--- config.mk ---
export PLATFORM = sky130hd
export DESIGN_NAME = seg_decoder_flat
export DESIGN_NICKNAME = d
export VERILOG_FILES = /design/src/rtl/seg_decoder_if.sv /design/src/rtl/seg_decoder.sv /design/src/flat_wrapper.sv
export SDC_FILE = /design/constraint.sdc
export NUM_CORES = 1
export LEC_CHECK = 0
export BUFFER_PORTS_ARGS = -buffer_cell sky130_fd_sc_hd__clkbuf_2
export CAP_MARGIN = 20
export CORE_UTILIZATION = 49
export DETAILED_ROUTE_END_ITERATION = 10
export PLACE_DENSITY = 0.72
export SLEW_MARGIN = 30
export SYNTH_ARGS = -nofsm -noshare
export SYNTH_HDL_FRONTEND = slang
export SYNTH_SLANG_ARGS = --single-unit
--- constraint.sdc ---
create_clock -name clk -period 2.7 [get_ports clk]
set_input_delay 0.405 -clock clk [delete_from_list [all_inputs] [get_ports clk]]
set_output_delay 0.405 -clock clk [all_outputs]
set_load 0.03 [all_outputs]
--- src/rtl/seg_decoder_if.sv ---
// Seven-segment decoder bus: raw segment pattern in, decoded events out.
interface seg_decoder_if;

    // Active-low segment pattern, bit6=a .. bit0=g, asynchronous to clk
    logic [6:0] seg;
    // Last accepted character code
    logic [3:0] code;
    // One-cycle event pulses
    logic       code_valid;
    logic       unknown;
    logic       seq_hit;
    // Saturating count of decoded characters
    logic [7:0] char_count;

    // Producer of segment patterns / consumer of decode events
    modport master (
        output seg,
        input  code,
        input  code_valid,
        input  unknown,
        input  seq_hit,
        input  char_count
    );

    // Decoder side
    modport slave (
        input  seg,
        output code,
        output code_valid,
        output unknown,
        output seq_hit,
        output char_count
    );

endinterface

--- src/rtl/seg_decoder.sv ---
// Seven-segment display decoder: synchronizes an asynchronous segment bus,
// debounces it with a stability window, decodes the accepted pattern to a
// character code and watches for the name sequence L,1,5,A.
module seg_decoder #(
    parameter int unsigned STABLE = 4
) (
    input  logic         clk,
    input  logic         reset,
    seg_decoder_if.slave bus
);

    localparam int unsigned SEG_W   = 7;
    localparam int unsigned CODE_W  = 4;
    localparam int unsigned CNT_W   = 8;
    localparam int unsigned CHAR_W  = 8;

    localparam logic [SEG_W-1:0]  SEG_BLANK = 7'b1111111;
    localparam logic [CODE_W-1:0] CODE_1    = 4'h1;
    localparam logic [CODE_W-1:0] CODE_5    = 4'h5;
    localparam logic [CODE_W-1:0] CODE_A    = 4'hA;
    localparam logic [CODE_W-1:0] CODE_L    = 4'hB;
    localparam logic [CHAR_W-1:0] CHAR_MAX  = 8'hFF;

    typedef enum logic [1:0] {
        S0    = 2'd0,
        S_L   = 2'd1,
        S_L1  = 2'd2,
        S_L15 = 2'd3
    } seq_state_e;

    // Map an active-low segment pattern to {in_table, code}
    function automatic logic [CODE_W:0] decode_seg(input logic [SEG_W-1:0] p);
        logic [CODE_W:0] r;
        r = {1'b0, CODE_W'(0)};
        case (p)
            7'b0000001: r = {1'b1, 4'h0};
            7'b1001111: r = {1'b1, 4'h1};
            7'b0010010: r = {1'b1, 4'h2};
            7'b0000110: r = {1'b1, 4'h3};
            7'b1001100: r = {1'b1, 4'h4};
            7'b0100100: r = {1'b1, 4'h5};
            7'b0100000: r = {1'b1, 4'h6};
            7'b0001111: r = {1'b1, 4'h7};
            7'b0000000: r = {1'b1, 4'h8};
            7'b0000100: r = {1'b1, 4'h9};
            7'b0001000: r = {1'b1, 4'hA};
            7'b1110001: r = {1'b1, 4'hB};
            default:    r = {1'b0, CODE_W'(0)};
        endcase
        return r;
    endfunction

    // Synchronizer and stability window
    logic [SEG_W-1:0]  s1_q, s1_d;
    logic [SEG_W-1:0]  s2_q, s2_d;
    logic [CNT_W-1:0]  cnt_q, cnt_d;
    logic              accept;

    // Decode / event registers
    logic [CODE_W-1:0] code_q, code_d;
    logic              code_valid_q, code_valid_d;
    logic              unknown_q, unknown_d;
    logic              seq_hit_q, seq_hit_d;
    logic [CHAR_W-1:0] char_count_q, char_count_d;

    // Decoded view of the synchronized pattern
    logic [CODE_W:0]   dec;
    logic              dec_hit;
    logic [CODE_W-1:0] dec_code;
    logic              is_blank;

    // Sequence detector
    seq_state_e        state_q, state_d;

    // Two-flop synchronizer, stability counter and all output registers.
    // s1/s2 reset to blank so a pattern held across reset looks like a change.
    always_ff @(posedge clk or posedge reset) begin
        if (reset) begin
            s1_q         <= SEG_BLANK;
            s2_q         <= SEG_BLANK;
            cnt_q        <= '0;
            code_q       <= '0;
            code_valid_q <= 1'b0;
            unknown_q    <= 1'b0;
            seq_hit_q    <= 1'b0;
            char_count_q <= '0;
        end else begin
            s1_q         <= s1_d;
            s2_q         <= s2_d;
            cnt_q        <= cnt_d;
            code_q       <= code_d;
            code_valid_q <= code_valid_d;
            unknown_q    <= unknown_d;
            seq_hit_q    <= seq_hit_d;
            char_count_q <= char_count_d;
        end
    end

    // Stability window: s2 is about to take s1, so s1 != s2 means s2 changes
    // this edge and the window restarts. Accept once when the window fills.
    always_comb begin
        s1_d   = bus.seg;
        s2_d   = s1_q;
        cnt_d  = cnt_q;
        accept = 1'b0;
        if (s1_q != s2_q) begin
            cnt_d = '0;
        end else begin
            if (cnt_q < CNT_W'(STABLE)) begin
                cnt_d = cnt_q + CNT_W'(1);
            end
            if (cnt_q == CNT_W'(STABLE - 1)) begin
                accept = 1'b1;
            end
        end
    end

    // Classify the accepted pattern: table hit, blank (ignored) or unknown
    always_comb begin
        dec          = decode_seg(s2_q);
        dec_hit      = dec[CODE_W];
        dec_code     = dec[CODE_W-1:0];
        is_blank     = (s2_q == SEG_BLANK);
        code_d       = code_q;
        code_valid_d = 1'b0;
        unknown_d    = 1'b0;
        char_count_d = char_count_q;
        if (accept) begin
            if (dec_hit) begin
                code_d       = dec_code;
                code_valid_d = 1'b1;
                if (char_count_q != CHAR_MAX) begin
                    char_count_d = char_count_q + CHAR_W'(1);
                end
            end else if (!is_blank) begin
                unknown_d = 1'b1;
            end
        end
    end

    // Sequence FSM state register
    always_ff @(posedge clk or posedge reset) begin
        if (reset) begin
            state_q <= S0;
        end else begin
            state_q <= state_d;
        end
    end

    // Sequence FSM next state: moves only on a decoded character; an unknown
    // pattern aborts, a blank leaves the state alone.
    always_comb begin
        state_d = state_q;
        if (code_valid_d) begin
            if (dec_code == CODE_L) begin
                state_d = S_L;
            end else begin
                case (state_q)
                    S_L:     state_d = (dec_code == CODE_1) ? S_L1  : S0;
                    S_L1:    state_d = (dec_code == CODE_5) ? S_L15 : S0;
                    S_L15:   state_d = S0;
                    default: state_d = S0;
                endcase
            end
        end else if (unknown_d) begin
            state_d = S0;
        end
    end

    // Sequence FSM output: hit coincides with the code_valid of the final 'A'
    always_comb begin
        seq_hit_d = 1'b0;
        if (code_valid_d && (state_q == S_L15) && (dec_code == CODE_A)) begin
            seq_hit_d = 1'b1;
        end
    end

    assign bus.code       = code_q;
    assign bus.code_valid = code_valid_q;
    assign bus.unknown    = unknown_q;
    assign bus.seq_hit    = seq_hit_q;
    assign bus.char_count = char_count_q;

endmodule
--- src/flat_wrapper.sv ---
// flat-port wrapper written by rule: the top's interface ports become plain ports
module seg_decoder_flat 
#(
    parameter int unsigned STABLE = 4
)
  (clk, reset, bus_seg, bus_code, bus_code_valid, bus_unknown, bus_seq_hit, bus_char_count);
  seg_decoder_if bus_i ();
  input  logic clk;
  input  logic reset;
  input wire logic [$bits(bus_i.seg)-1:0] bus_seg;
  output wire logic [$bits(bus_i.code)-1:0] bus_code;
  output wire logic [$bits(bus_i.code_valid)-1:0] bus_code_valid;
  output wire logic [$bits(bus_i.unknown)-1:0] bus_unknown;
  output wire logic [$bits(bus_i.seq_hit)-1:0] bus_seq_hit;
  output wire logic [$bits(bus_i.char_count)-1:0] bus_char_count;
  assign bus_i.seg = bus_seg;
  assign bus_code = bus_i.code;
  assign bus_code_valid = bus_i.code_valid;
  assign bus_unknown = bus_i.unknown;
  assign bus_seq_hit = bus_i.seq_hit;
  assign bus_char_count = bus_i.char_count;
  seg_decoder #(.STABLE(STABLE)) u_core (.clk(clk), .reset(reset), .bus(bus_i));
endmodule
==> results_dict.tcl, run 1 <==
set metrics [dict create \
    antenna_found_initial 0 \
    fin_skew_ps 11.3 \
    max_freq_mhz 425 \
    yosysTopAreaCell "dfrtp_1" \
    rr_worst_depth 5 \
    yosys_warnings 0 \
    outcome "finished clean" \
    rsz0062_at_grt "no" \
    drv_slew 0 \
    cp.required_ps 2880 \
    start_util 0.529 \
    dieArea_um2 4330 \
    top_layer_used "met4" \
    postCtsSetupBuffers 0 \
    avgSynthCellArea_um2 11.7 \
    max_cap_viol_count 0 \
    hold_buffers 0 \
    r2r_start "u_core.s2_q[1]" \
    syn_area_um2 2000 \
    grt_pass1_wl_mm 6.04 \
    period_needed_ps 2350 \
    relSlewSlack 0.562 \
    ant_nets 0 \
    drive_above_1_share 0.292 \
    track_usage 0.189 \
    cts_tree "done" \
    synth_top_area_share 0.313 \
    power_density_nw_per_um2 477 \
    netlist_instances 170 \
    grt_pass1_vias 1325 \
    place_inst 235 \
    min-delay-path-class "in2async" \
    synth_edf_count 0 \
    clock_latency_ps 290 \
    tns_ps 0 \
    synth_seq_cells 39 \
    timing.rr.end "u_core.bus.char_count[1]" \
    antenna_cells 0 \
    die_h_um 65.8 \
    synthArstFlopShare 1.00 \
    p_leak_uw 0.00104 \
    setup_viol 0 \
    crit_type "reg2reg" \
    cts_made_buffers 5 \
    clock-sinks 39 \
    cts_resized 0 \
    ys_seq_area_frac 0.498 \
    synthTopCellsByArea "dfrtp_1, dfstp_2, xor2_1, and3_1, ha_1" \
    cp_max_fo 14 \
    arrival_ps 2530 \
    clkTransAtPathRegs_ps 80 \
    fin_crit_sh 0.871 \
    worst_slew_pin_slew_ps 655 \
    drc 0 \
    root_buffer "clkbuf_8" \
    wl_met1_mm 1.62 \
    critPathTopFamily "compound AO/OA/AOI/OAI gates" \
    wl_per_cell_um 14.5 \
    clockBufferDepth 2 \
    drt_iter0_markers 63 \
    hold_viol 0 \
    synth-main-ff-cell "dfrtp_1" \
    overflow 0 \
    area_delta_synth_final_pct 11.0 \
    core_area_um2 3770 \
    wl_met3_um 112 \
    ys_types 51 \
    num_vias 1349 \
    wirelength_mm 3.51 \
    hold_slack_ps 138 \
    grt_start_max_net_pins 27 \
    pin_count 24 \
    end_kind "flop" \
    vias_per_cell 5.55 \
    synth_nets 184 \
    dpl.hpwl_mm 2.55 \
    chipWidth_um 65.8 \
    io_buffers 23 \
    rrSetupSlack_ps 350 \
    slowest_delay_ps 560 \
    final_cells 243 \
    path_cells "or4_4, a2111oi_4, a211oi_4, a311oi_4, mux2_1" \
    cp-start-kind "flop" \
    met2_length_mm 1.72 \
    ir_drop_mv 0.306 \
    crit_buf_inv 0 \
    first_pass_iters 4 \
    finalNetCount 208 \
    place_congestion 0.851 \
    row_count 22 \
    htree_levels 2 \
    crit_slowest_cell "or4_4" \
]
[final cells by class]
class | instances | area, um^2
Fill cell | 324 | 1560
Multi-Input combinational cell | 113 | 915
Inverter | 10 | 37.5
Clock buffer | 8 | 80.1
Timing Repair Buffer | 25 | 130
Sequential cell | 39 | 993
Tap cell | 48 | 60.1
[state kept, by name, indices dropped and copies added, names as in the netlist]
| signal | count |
|---|---|
| u_core.bus.code_valid | 1 |
| u_core.state_q | 2 |
| u_core.s1_q | 7 |
| u_core.cnt_q | 8 |
| u_core.bus.char_count | 8 |
| u_core.bus.unknown | 1 |
| u_core.bus.code | 4 |
| u_core.s2_q | 7 |
| u_core.bus.seq_hit | 1 |
[kinds of logic (layout without fill, tap and decap cells)]
| kind of cell | Yosys count | in the layout | synth area share |
|---|---|---|---|
| compound gates | 28 | 28 | 0.142 |
| simple gates | 59 | 59 | 0.183 |
| xor+xnor | 14 | 14 | 0.0614 |
| mux | 7 | 7 | 0.0382 |
| buf+inv | 18 | 43 | 0.0458 |
| flops | 39 | 39 | 0.498 |
| fa+ha+maj | 5 | 5 | 0.0313 |
[per-layer routing]
layer	up-vias	global-route usage
met1	657	0.235
met3	5	0.0362
li1	663	-
met5	-	0
met4	0	0.0815
met2	24	0.316
[metrics by stage]
step / setup WS (ps) / power, uW / instance area [um^2] / utilization
after floorplan: 451 / 682 / 2000 / -
after global placement: 314 / 694 / 2130 / 0.565
after detailed placement: 238 / 697 / 2130 / 0.565
after CTS: 228 / 1070 / 2210 / 0.587
after global routing: 210 / 1110 / 2220 / 0.588
final: 347 / 1060 / 2220 / 0.588
[cells in the mapped netlist (all sizes together), types with 2 or more instances]
| library cell | instances |
|---|---|
| a2111oi | 2 |
| a211oi | 2 |
| a21oi | 2 |
| a311oi | 7 |
| a31oi | 3 |
| and2 | 3 |
| and3 | 12 |
| buf | 8 |
| dfrtp | 25 |
| dfstp | 14 |
| ha | 5 |
| inv | 10 |
| mux2 | 5 |
| mux2i | 2 |
| nand2 | 7 |
| nand2b | 3 |
| nand3 | 6 |
| nand3b | 2 |
| nand4 | 5 |
| nor2 | 5 |
| nor2b | 3 |
| nor3 | 4 |
| nor4 | 5 |
| o21ai | 2 |
| xor2 | 13 |
[how the worst max path moves through the flow]
stage                               from                        to  slack (ps)  cells past startpoint
final                     u_core.s2_q[1]  u_core.bus.char_count[1]         350                      5
after global routing      u_core.s2_q[4]  u_core.bus.char_count[7]         210                      5
after CTS                 u_core.s2_q[3]        u_core.bus.code[1]         230                      5
after detailed placement  u_core.s2_q[3]        u_core.bus.code[1]         240                      5
after global placement    u_core.s2_q[3]        u_core.bus.code[2]         310                      5
after floorplan           u_core.s2_q[0]  u_core.bus.char_count[1]         450                      6
[cells in the final DEF, fill, tap and decap left out, types with 2 or more instances in the layout]
cell type  count
nor2b_1        3
dfstp_2       14
mux2i_1        2
nor4_1         2
nor3_1         3
dfrtp_1       25
nand2_1        7
nand2b_1       3
clkbuf_1       3
o21ai_1        2
xor2_1        13
nand3b_1       2
nand3_1        5
clkbuf_8       5
clkbuf_2      23
and2_1         3
ha_1           5
inv_1          9
buf_4          2
nor4_2         3
a311oi_1       6
nor2_1         5
nand4_1        5
and3_1        12
mux2_1         5
[power by group]
part           leakage [uW]  total (uW)  internal (uW)  switching (uW)
Clock             0.0000395         370            183             187
Combinational      0.000503        59.3           23.5            35.8
Sequential         0.000497         627            604            22.7
Total               0.00104        1060            811             245
Power figures use the tool's default switching activity.
==> inputs of run 2 (changes only) <==
- CORE_MARGIN: default -> 2
==> run 2 against run 1 <==
  * Non-clock buffer count is 1 higher
  * Sequential cell count stayed put
  * Sequential share of layout area is 0.75 points lower
  * Critical path depth stayed put
  * Power is 7.2% higher
  * Routed wire length is 8.7% higher
  * Utilization is 2.0 points lower
  * Worst setup slack worse by 88 ps
  * Clock power is 20% higher
  * Largest power group unchanged
==> results_dict.tcl, run 2 (synthesis gave the netlist of run 1 again) <==
set metrics [dict create \
    track_usage 0.190 \
    pin_count 24 \
    mostFrequentLayoutCell "dfrtp_1" \
    start_util 0.503 \
    fin_crit_sh 0.904 \
    hold_buffers 0 \
    cts_made_buffers 5 \
    antenna_found_initial 0 \
    cp.required_ps 2870 \
    arrival_ps 2610 \
    preCtsSetupSlack_ps 195 \
    ir_drop_mv 0.359 \
    clock-sinks 39 \
    drv_slew 0 \
    max_freq_mhz 410 \
    final_util 0.567 \
    first_pass_iters 4 \
    grt_pass1_vias 1368 \
    max_cap_viol_count 0 \
    cp_max_fo 11 \
    core_area_um2 3970 \
    cp-start-kind "flop" \
    place_inst 238 \
    mostFrequentLayoutCells "dfrtp_1, clkbuf_2, dfstp_2" \
    final_cells 246 \
    htree_levels 2 \
    layout_setup_ws_ps 259 \
    dieArea_um2 4600 \
    worst_slew_pin_slew_ps 674 \
    root_buffer "clkbuf_8" \
    row_count 23 \
    wl_per_cell_um 15.5 \
    area_delta_synth_final_pct 12.9 \
    overflow 0 \
    finalNetCount 209 \
    num_vias 1376 \
    fin_skew_ps 10.7 \
    rsz0062_at_grt "no" \
    hold_viol 0 \
    place_congestion 0.828 \
    wirelength_mm 3.82 \
    drt_iter0_markers 115 \
    p_leak_uw 0.00106 \
    power_density_nw_per_um2 502 \
    clockBufferDepth 2 \
    end_kind "flop" \
    relSlewSlack 0.549 \
    grt_start_max_net_pins 28 \
    cts_tree "done" \
    outcome "finished clean" \
    tns_ps 0 \
    antenna_cells 0 \
    clock_latency_ps 290 \
    hold_slack_ps 135 \
    period_needed_ps 2440 \
    crit_type "reg2reg" \
    chipWidth_um 67.8 \
    min-delay-path-class "in2async" \
    ant_nets 0 \
    clkTransAtPathRegs_ps 80 \
    vias_per_cell 5.59 \
    postCtsSetupBuffers 0 \
    cts_resized 0 \
    drc 0 \
    dpl.hpwl_mm 2.73 \
    setup_viol 0 \
    grt_pass1_wl_mm 6.50 \
    die_h_um 67.8 \
    io_buffers 23 \
    drive_above_1_share 0.311 \
]
run 2: cell count changes in the layout (fill, tap and decap cells not counted), sizes merged:
cell / previous run / this run
clkinv: 0 / 2
clkbuf: 31 / 29
buf: 2 / 3
run 2: path summary, 6_finish.rpt:
| path | slack [ps] | depth (start not counted) | end | startpoint |
|---|---|---|---|---|
| max | 260 | 5 | u_core.bus.char_count[7] | u_core.s2_q[2] |
| min reg2reg | 370 | 0 | u_core.s2_q[3] | u_core.s1_q[3] |
| max in group asynchronous | 1970 | 3 | u_core.s1_q[3] | reset |
| min | 140 | 2 | u_core.cnt_q[4] | reset |
| min in group clk | 190 | 1 | u_core.s1_q[6] | bus_seg[6] |
| max reg2reg | 260 | 5 | u_core.bus.char_count[7] | u_core.s2_q[2] |
run 2: where the power goes:
group	total, uW	internal, uW	switching (uW)	leakage, uW
combinational	60.3	24.4	35.9	0.000508
sequential	628	604	23.9	0.000497
clock	444	238	206	0.0000563
run 2: final cells by class:
cell class / instances / area, um^2
clock inverter: 2 / 13.8
inverter: 10 / 37.5
clock buffer: 6 / 93.8
tap: 50 / 62.6
sequential: 39 / 993
fill: 341 / 1720
multi-input combinational: 113 / 915
timing repair buffer: 26 / 138
run 2: metal layers:
| metal | track usage | part of all wire |
|---|---|---|
| met4 | 0.0650 | 0.0081 |
| met5 | 0 | 0 |
| met1 | 0.231 | 0.43 |
| met2 | 0.326 | 0.52 |
| met3 | 0.0526 | 0.041 |
run 2: worst max-delay path: stages (launching register included):
cell and delay [ps]:
dfstp_2 650, nor4b_1 510, and3_1 300, a211oi_4 100
a311oi_1 380, mux2_1 380
run 2: metrics by stage:
stage	power (uW)	cell area, um^2
3_5_place_dp	698	2140
5_1_grt	1190	2250
2_1_floorplan	682	2000
6_report	1130	2250
3_3_place_gp	696	2140
4_1_cts	1150	2250
==> inputs of run 3 (changes only) <==
- CORE_MARGIN: 2 -> 10
==> run 3 against run 2 <==
  * Global-route usage fell by 7.9 points
  * Fmax increased by 1.0%
  * Sequential power about the same
  * Combinational power about the same
==> results_dict.tcl, run 3 (synthesis gave the netlist of run 1 again) <==
set metrics [dict create \
    antenna_cells 0 \
    crit_type "reg2reg" \
    netSwitchingFraction 0.253 \
    worstSetupStartpoint "u_core.s2_q[2]" \
    hold_slack_ps 138 \
    dieArea_um2 7030 \
    grt_start_max_net_pins 28 \
    place_congestion 0.884 \
    pin_count 24 \
    hold_viol 0 \
    io_buffers 23 \
    mostFrequentLayoutCells "dfrtp_1, clkbuf_2, dfstp_2" \
    postCtsSetupBuffers 0 \
    ant_nets 0 \
    cts_made_buffers 5 \
    cts_resized 0 \
    first_pass_iters 4 \
    clock-sinks 39 \
    clock_latency_ps 290 \
    outcome "finished clean" \
    core_area_um2 3970 \
    ir_drop_mv 0.348 \
    area_delta_synth_final_pct 12.2 \
    num_vias 1402 \
    final_util 0.564 \
    chipWidth_um 83.8 \
    wirelength_mm 3.77 \
    clockPowerShare 0.369 \
    hold_buffers 0 \
    tns_ps 0 \
    worst_slew_pin_slew_ps 685 \
    regArea_um2 993 \
    overflow 0 \
    cp_max_fo 11 \
    cp.required_ps 2880 \
    multi_input_comb_area_um2 915 \
    cts_tree "done" \
    dpl.hpwl_mm 2.80 \
    place_inst 238 \
    final_cells 246 \
    vias_per_cell 5.70 \
    seq_power_share 0.576 \
    grt_pass1_wl_mm 6.61 \
    p_sw_uw 276 \
    fin_crit_sh 0.895 \
    period_needed_ps 2420 \
    relSlewSlack 0.542 \
    power_density_nw_per_um2 487 \
    p_leak_uw 0.00105 \
    drt_iter0_markers 95 \
    max_freq_mhz 414 \
    antenna_found_initial 0 \
    drv_slew 0 \
    max_cap_viol_count 0 \
    mostFrequentLayoutCell "dfrtp_1" \
    rsz0062_at_grt "no" \
    fin_skew_ps 5.21 \
    fillers 338 \
    die_h_um 83.8 \
    setup_viol 0 \
    clkTransAtPathRegs_ps 80 \
    end_kind "flop" \
    arrival_ps 2590 \
    root_buffer "clkbuf_8" \
    wl_per_cell_um 15.3 \
    row_count 23 \
    clockBufferDepth 2 \
    drive_above_1_share 0.311 \
    grt_pass1_vias 1427 \
    htree_levels 2 \
    power_uw 1090 \
    track_usage 0.111 \
    power.internal_uw 814 \
    finalNetCount 209 \
    drc 0 \
    r2r_start "u_core.s2_q[2]" \
    cp-start-kind "flop" \
    start_util 0.503 \
    pwr-share-comb 0.055 \
    min-delay-path-class "in2async" \
]
==> run 3: power groups by stage <==
stage	Sequential, uW	Clock [uW]	Combinational, uW
after floorplan	620	0	61.7
after global placement	636	0	59.3
after detailed placement	638	0	60.9
after CTS	627	414	61.1
after global routing	631	443	67.7
final	627	402	60.2
==> run 3: area by class of cell <==
class                      count  share of cell area
clock buffer                   5              0.0307
inverter                      10              0.0168
multi-input combinational    113               0.409
tap                           50              0.0279
clock inverter                 3              0.0106
timing repair buffer          26              0.0615
sequential                    39               0.444
==> run 3: layer usage <==
metal  share of wire  vias to the layer above  global-route usage
met5               0                        -                   0
met2            0.46                       48               0.180
li1                -                      672                   -
met3           0.068                        7              0.0420
met1            0.45                      675               0.127
met4           0.020                        0              0.0518
==> run 3: critical path, cell delays in order (launching register included) <==
cell and delay, ps:
dfstp_2 650, nor4b_1 510, and3_1 310, a211oi_4 100, a311oi_1 370, mux2_1 360
==> run 3: through the flow <==
| step | area, um^2 | setup WS (ps) |
|---|---|---|
| 2_1_floorplan | 2000 | 451 |
| 3_3_place_gp | 2140 | 299 |
| 3_5_place_dp | 2140 | 201 |
| 4_1_cts | 2230 | 186 |
| 5_1_grt | 2240 | 170 |
| 6_report | 2240 | 284 |
==> run 3: final timing paths <==
check / endpoint / slack [ps] / cells past startpoint
worst min-delay path: u_core.bus.char_count[1] / 140 / 2
max in group asynchronous: u_core.s2_q[4] / 1950 / 3
worst min register to register: u_core.s2_q[1] / 370 / 0
worst max register to register: u_core.bus.char_count[7] / 280 / 5
worst max-delay path: u_core.bus.char_count[7] / 280 / 5
min in group clk: u_core.s1_q[2] / 190 / 1
